<file path="src/rtl/gps_sample_fifo.sv">
// GPS front-end sample capture, FIFO buffering and paced
// word presentation with sticky overflow and drop counting.
module gps_sample_fifo #(
  parameter int DEPTH_LOG2  = 3,
  parameter int HOLD_CYCLES = 5
) (
  input  logic       MCU_CLK_25_000,
  input  logic       RESET_N,
  input  logic       GPS_CLK,
  input  logic       GPS_I0,
  input  logic       GPS_I1,
  input  logic       GPS_Q0,
  input  logic       GPS_Q1,
  output logic       OUT_I0,
  output logic       OUT_I1,
  output logic       OUT_Q0,
  output logic       OUT_Q1,
  output logic       DATAREADY,
  output logic       OVERFLOW,
  output logic [7:0] OVF_COUNT
);

  localparam int DEPTH = 1 << DEPTH_LOG2;
  localparam int AW    = DEPTH_LOG2;
  localparam int CW    = DEPTH_LOG2 + 1;

  localparam logic [CW-1:0] FULL_CNT =
    CW'(DEPTH);
  localparam logic [7:0] HOLD_LAST =
    8'(HOLD_CYCLES - 1);

  typedef enum logic [1:0] {
    S_IDLE,
    S_LOAD,
    S_PRESENT,
    S_HOLD
  } state_e;

  // Input synchronisers
  logic [2:0]    clk_sync_q;
  logic [3:0]    dat_s1_q;
  logic [3:0]    dat_s2_q;
  logic          gps_rise;

  // FIFO state
  logic [3:0]    mem_q [DEPTH];
  logic [AW-1:0] wptr_q;
  logic [AW-1:0] wptr_d;
  logic [AW-1:0] rptr_q;
  logic [AW-1:0] rptr_d;
  logic [CW-1:0] count_q;
  logic [CW-1:0] count_d;
  logic          ovf_q;
  logic          ovf_d;
  logic [7:0]    ovf_cnt_q;
  logic [7:0]    ovf_cnt_d;

  logic          push;
  logic          pop;
  logic          full;
  logic          empty;
  logic          do_push;
  logic          drop;

  // Read FSM state
  state_e        state_q;
  logic [7:0]    hold_q;
  logic [3:0]    out_q;
  logic          rdy_q;

  // Clock and data take the same two-flop path so the
  // data seen at sync2 belongs to the detected edge.
  always_ff @(posedge MCU_CLK_25_000) begin
    if (!RESET_N) begin
      clk_sync_q <= '0;
      dat_s1_q   <= '0;
      dat_s2_q   <= '0;
    end else begin
      clk_sync_q <= {clk_sync_q[1:0], GPS_CLK};
      dat_s1_q   <= {GPS_I0, GPS_I1,
                     GPS_Q0, GPS_Q1};
      dat_s2_q   <= dat_s1_q;
    end
  end

  assign gps_rise = clk_sync_q[1] & ~clk_sync_q[2];

  assign push  = gps_rise;
  assign empty = (count_q == '0);
  assign full  = (count_q == FULL_CNT);
  assign pop   = (state_q == S_LOAD) & ~empty;

  // A pop in the same cycle frees the slot, so a push
  // at full is only dropped when nothing is popped.
  assign do_push = push & (~full | pop);
  assign drop    = push & full & ~pop;

  // FIFO pointer, occupancy and loss bookkeeping
  always_comb begin
    wptr_d    = wptr_q;
    rptr_d    = rptr_q;
    count_d   = count_q;
    ovf_d     = ovf_q;
    ovf_cnt_d = ovf_cnt_q;

    if (do_push) begin
      wptr_d = wptr_q + AW'(1);
    end
    if (pop) begin
      rptr_d = rptr_q + AW'(1);
    end

    unique case ({do_push, pop})
      2'b10:   count_d = count_q + CW'(1);
      2'b01:   count_d = count_q - CW'(1);
      default: count_d = count_q;
    endcase

    if (drop) begin
      ovf_d = 1'b1;
      if (ovf_cnt_q != 8'hFF) begin
        ovf_cnt_d = ovf_cnt_q + 8'd1;
      end
    end
  end

  // FIFO control registers
  always_ff @(posedge MCU_CLK_25_000) begin
    if (!RESET_N) begin
      wptr_q    <= '0;
      rptr_q    <= '0;
      count_q   <= '0;
      ovf_q     <= 1'b0;
      ovf_cnt_q <= '0;
    end else begin
      wptr_q    <= wptr_d;
      rptr_q    <= rptr_d;
      count_q   <= count_d;
      ovf_q     <= ovf_d;
      ovf_cnt_q <= ovf_cnt_d;
    end
  end

  // Sample storage; contents are don't-care while empty
  always_ff @(posedge MCU_CLK_25_000) begin
    if (do_push) begin
      mem_q[wptr_q] <= dat_s2_q;
    end
  end

  // Read FSM: load, one-cycle ready pulse, then hold the
  // word long enough for the bridge to shift it out.
  always_ff @(posedge MCU_CLK_25_000) begin
    if (!RESET_N) begin
      state_q <= S_IDLE;
      hold_q  <= '0;
      out_q   <= '0;
      rdy_q   <= 1'b0;
    end else begin
      rdy_q <= 1'b0;
      case (state_q)
        S_IDLE: begin
          if (!empty) begin
            state_q <= S_LOAD;
          end
        end
        S_LOAD: begin
          out_q   <= mem_q[rptr_q];
          hold_q  <= '0;
          rdy_q   <= 1'b1;
          state_q <= S_PRESENT;
        end
        S_PRESENT: begin
          state_q <= S_HOLD;
        end
        S_HOLD: begin
          if (hold_q == HOLD_LAST) begin
            state_q <= empty ? S_IDLE : S_LOAD;
          end else begin
            hold_q <= hold_q + 8'd1;
          end
        end
        default: begin
          state_q <= S_IDLE;
        end
      endcase
    end
  end

  assign OUT_I0    = out_q[3];
  assign OUT_I1    = out_q[2];
  assign OUT_Q0    = out_q[1];
  assign OUT_Q1    = out_q[0];
  assign DATAREADY = rdy_q;
  assign OVERFLOW  = ovf_q;
  assign OVF_COUNT = ovf_cnt_q;

endmodule

</file>
<file path="config.mk">
export PLATFORM = sky130hd
export DESIGN_NAME = gps_sample_fifo
export DESIGN_NICKNAME = d
export VERILOG_FILES = /design/src/rtl/gps_sample_fifo.sv
export SDC_FILE = /design/constraint.sdc
export NUM_CORES = 1
export LEC_CHECK = 0
export BUFFER_PORTS_ARGS = -buffer_cell sky130_fd_sc_hd__buf_4
export CORE_ASPECT_RATIO = 1.5
export CORE_MARGIN = 5
export CORE_UTILIZATION = 59
export CTS_BUF_LIST = sky130_fd_sc_hd__clkbuf_4 sky130_fd_sc_hd__clkbuf_8 sky130_fd_sc_hd__clkbuf_16
export CTS_CLUSTER_SIZE = 30
export DETAILED_ROUTE_END_ITERATION = 7
export GPL_ROUTABILITY_DRIVEN = 1
export GPL_TIMING_DRIVEN = 0
export PLACE_DENSITY = 0.83
export SKIP_CTS_REPAIR_TIMING = 1
export SYNTH_ARGS = -nofsm -noshare
export SYNTH_HDL_FRONTEND = slang
export SYNTH_SLANG_ARGS = --single-unit
</file>
<file path="constraint.sdc">
create_clock -name MCU_CLK_25_000 -period 3 [get_ports MCU_CLK_25_000]
set_clock_uncertainty 0.1 [all_clocks]
set_input_delay 0.3 -clock MCU_CLK_25_000 [delete_from_list [all_inputs] [get_ports MCU_CLK_25_000]]
set_output_delay 0.3 -clock MCU_CLK_25_000 [all_outputs]
set_load 0.005 [all_outputs]
</file>
==> results.json <==
{
  "status": "complete, no violations",
  "ys_seq_area_frac": 0.5695,
  "synthesis.nets": 298,
  "yosysUniqueCellTypes": 48,
  "cts_root_buffer": "clkbuf_8",
  "synth_cells": 281,
  "start_util": 0.5999,
  "firstDrtPassIters": 4,
  "critPathRequiredTime_ns": 2.89,
  "port-buffer-count": 20,
  "grtUsageTotal": 0.2067,
  "clkSlewWorstSetupHoldPaths_ns": 0.08,
  "critical_path.max_fanout": 9,
  "rsz0062_at_grt": "no",
  "fin_tns_setup_ns": 0,
  "cts_tree": "built",
  "p_per_area_nw_per_um2": 674.6,
  "clk_latency_ns": 0.35,
  "synth_ff_type": "dfxtp_1",
  "register_area_sq_um": 1862,
  "via_per_inst": 5.902,
  "reg2regPathDepth": 7,
  "vias": 2284,
  "synthToLayoutAreaGrowth_pct": 14.35,
  "syn_area_per_cell_sq_um": 11.63,
  "grt_overflow": 0,
  "critPathLaunch": "state_q[1]$_SDFFE_PN0P_",
  "layout-drive-gt1-share": 0.1767,
  "p_leak_nw": 1.360,
  "htree_levels": 3,
  "grt_max_degree": 15,
  "yosysWarnings": 0,
  "syn_area_sq_um": 3269,
  "rrSetupSlack_ns": 0.51,
  "dieArea_sq_um": 7161,
  "cp-start-kind": "flop",
  "multiInputGateArea_sq_um": 1300,
  "io_pins": 21,
  "die_w_microns": 70.78,
  "diodes": 0,
  "utilization": 0.6860,
  "fp.coreArea_sq_um": 5450,
  "nFillCells": 433,
  "grt_pass1_wl_microns": 11100,
  "worstMarginPinSlew_ns": 1.022,
  "async_reset_ff_frac": 0,
  "max_freq_mhz": 401.4,
  "relSlewSlack": 0.3088,
  "drtAntennaViolNets": 0,
  "vdd_ir_drop_max_v": 0.0004271,
  "numCtsBuffers": 9,
  "cts_num_sinks": 77,
  "crit_type": "reg2reg",
  "grt_antenna_before_repair": 0,
  "period_share": 0.8305,
  "fin_crit_ns": 2.491,
  "rows": 33,
  "synth_seq_cells": 77,
  "hold_path_class": "in2reg",
  "gp_congestion": 0.8474,
  "routedWlPerCell_microns": 17.12,
  "wl_microns": 6626,
  "end_kind": "flop",
  "cts_buffer_depth": 2,
  "die_y_microns": 101.2,
  "crit_end": "mem_q[4][1]$_DFFE_PP_",
  "final_max_slew_viol_count": 0,
  "hold_viol": 0,
  "route.detailed.drc": 0,
  "dp_hpwl_microns": 4621,
  "synth_edf_count": 32,
  "r2r_start": "state_q[1]$_SDFFE_PN0P_",
  "drv_cap": 0,
  "detail_route.iter0.violations": 124,
  "crit_arrival_ns": 2.38,
  "setup_viol": 0,
  "grt_pass1_vias": 2353,
  "regToRegEndpoint": "mem_q[4][1]$_DFFE_PP_",
  "nNetsFinal": 329
}
[synthesized netlist by cell type, drive strengths merged (7+ instances only)]
cell type   n  area [sq um]
dfxtp      45         900.9
edfxtp     32         960.9
nor2       19         71.32
a21oi      17         85.08
o21ai      16         83.83
nand2      15         56.30
nand3      12         60.06
and2       11         68.82
ha         10         125.1
clkbuf      8         30.03
inv         8         30.03
mux4        8         180.2
or3         7         43.79
[through the flow]
step / power [mW] / hold WS (ns) / instance area (sq um) / worst slack (ns) / cells
2_1_floorplan: 1.518 / 0.3119 / 3269 / 0.8775 / 281
3_3_place_gp: 1.632 / 0.3144 / 3507 / 0.6307 / 371
3_5_place_dp: 1.650 / 0.3185 / 3507 / 0.5991 / 371
4_1_cts: 2.546 / 0.03771 / 3739 / 0.5250 / 387
5_1_grt: 2.660 / 0.04390 / 3739 / 0.3651 / 387
6_report: 2.522 / 0.05744 / 3739 / 0.5086 / 387
[cells by family (layout without fill, tap and decap cells)]
group | Yosys count | in the layout | share of synthesized area
muxes | 14 | 14 | 0.07348
buffers and inverters | 22 | 58 | 0.03291
xor gates and xnor gates | 4 | 4 | 0.01071
DFF | 77 | 77 | 0.5695
and+or+nand+nor | 94 | 94 | 0.1573
AOI/OAI and AO/OA | 60 | 60 | 0.1179
adders and majority gates | 10 | 10 | 0.03827
[state kept, by name, indices dropped and copies added, names as in the netlist]
signal and count:
DATAREADY 1, OVERFLOW 1, OVF_COUNT 8, clk_sync_q 3, count_q 4, dat_s1_q 4, dat_s2_q 4, hold_q 8
mem_q 32, out_q 4, rptr_q 3, state_q 2, wptr_q 3
[per-layer routing]
metal	GRT usage	up-vias	routed length, microns	share of wire
li1	-	1109	-	-
met1	0.2008	1101	2370	0.36
met2	0.3931	55	3804	0.57
met3	0.04270	19	225	0.034
met4	0.1245	0	225	0.034
met5	0	-	0	0
[how the worst min path moves through the flow]
stage	from	cells after the start	slack [ns]	to
after floorplan	clk_sync_q[0]$_SDFF_PN0_	1	0.31	clk_sync_q[1]$_SDFF_PN0_
after global placement	dat_s1_q[3]$_SDFF_PN0_	1	0.31	dat_s2_q[3]$_SDFF_PN0_
after detailed placement	dat_s1_q[1]$_SDFF_PN0_	1	0.32	dat_s2_q[1]$_SDFF_PN0_
after CTS	GPS_Q1	2	0.04	dat_s1_q[0]$_SDFF_PN0_
after global routing	GPS_CLK	2	0.04	clk_sync_q[0]$_SDFF_PN0_
final	GPS_Q1	2	0.06	dat_s1_q[0]$_SDFF_PN0_
[report_power, final]
part | internal [mW] | switching (mW) | total (mW) | leakage [nW]
Clock | 0.498 | 0.396 | 0.895 | 0.113
Sequential | 1.14 | 0.0488 | 1.19 | 0.658
Combinational | 0.193 | 0.244 | 0.436 | 0.589
Total | 1.83 | 0.689 | 2.52 | 1.36
[worst max-delay path, cell delays in order (launching register included)]
cell,delay (ns)
dfxtp_1,0.34
inv_1,0.10
ha_1,0.17
buf_6,0.14
nand2b_1,0.19
o21ai_2,0.12
or2_2,0.35
nor3b_1,0.62
[area by class of cell]
class	instances	area share
Timing Repair Buffer	20	0.04016
Sequential cell	77	0.4980
Clock inverter	6	0.02510
Multi-Input combinational cell	182	0.3477
Buffer	14	0.02075
Tap cell	70	0.02343
Clock buffer	10	0.03681
Inverter	8	0.008032
[cells in the final DEF, fill, tap and decap left out, types with 7 or more instances in the layout]
cell type,n
mux4_2,8
buf_4,20
edfxtp_1,32
clkbuf_1,8
ha_1,10
a21oi_1,17
nand2_1,15
clkbuf_8,10
nor2_1,19
and2_1,11
or3_1,7
o21ai_0,15
dfxtp_1,45
nand3_1,12
inv_1,8
(Power assumes the default switching activity.)
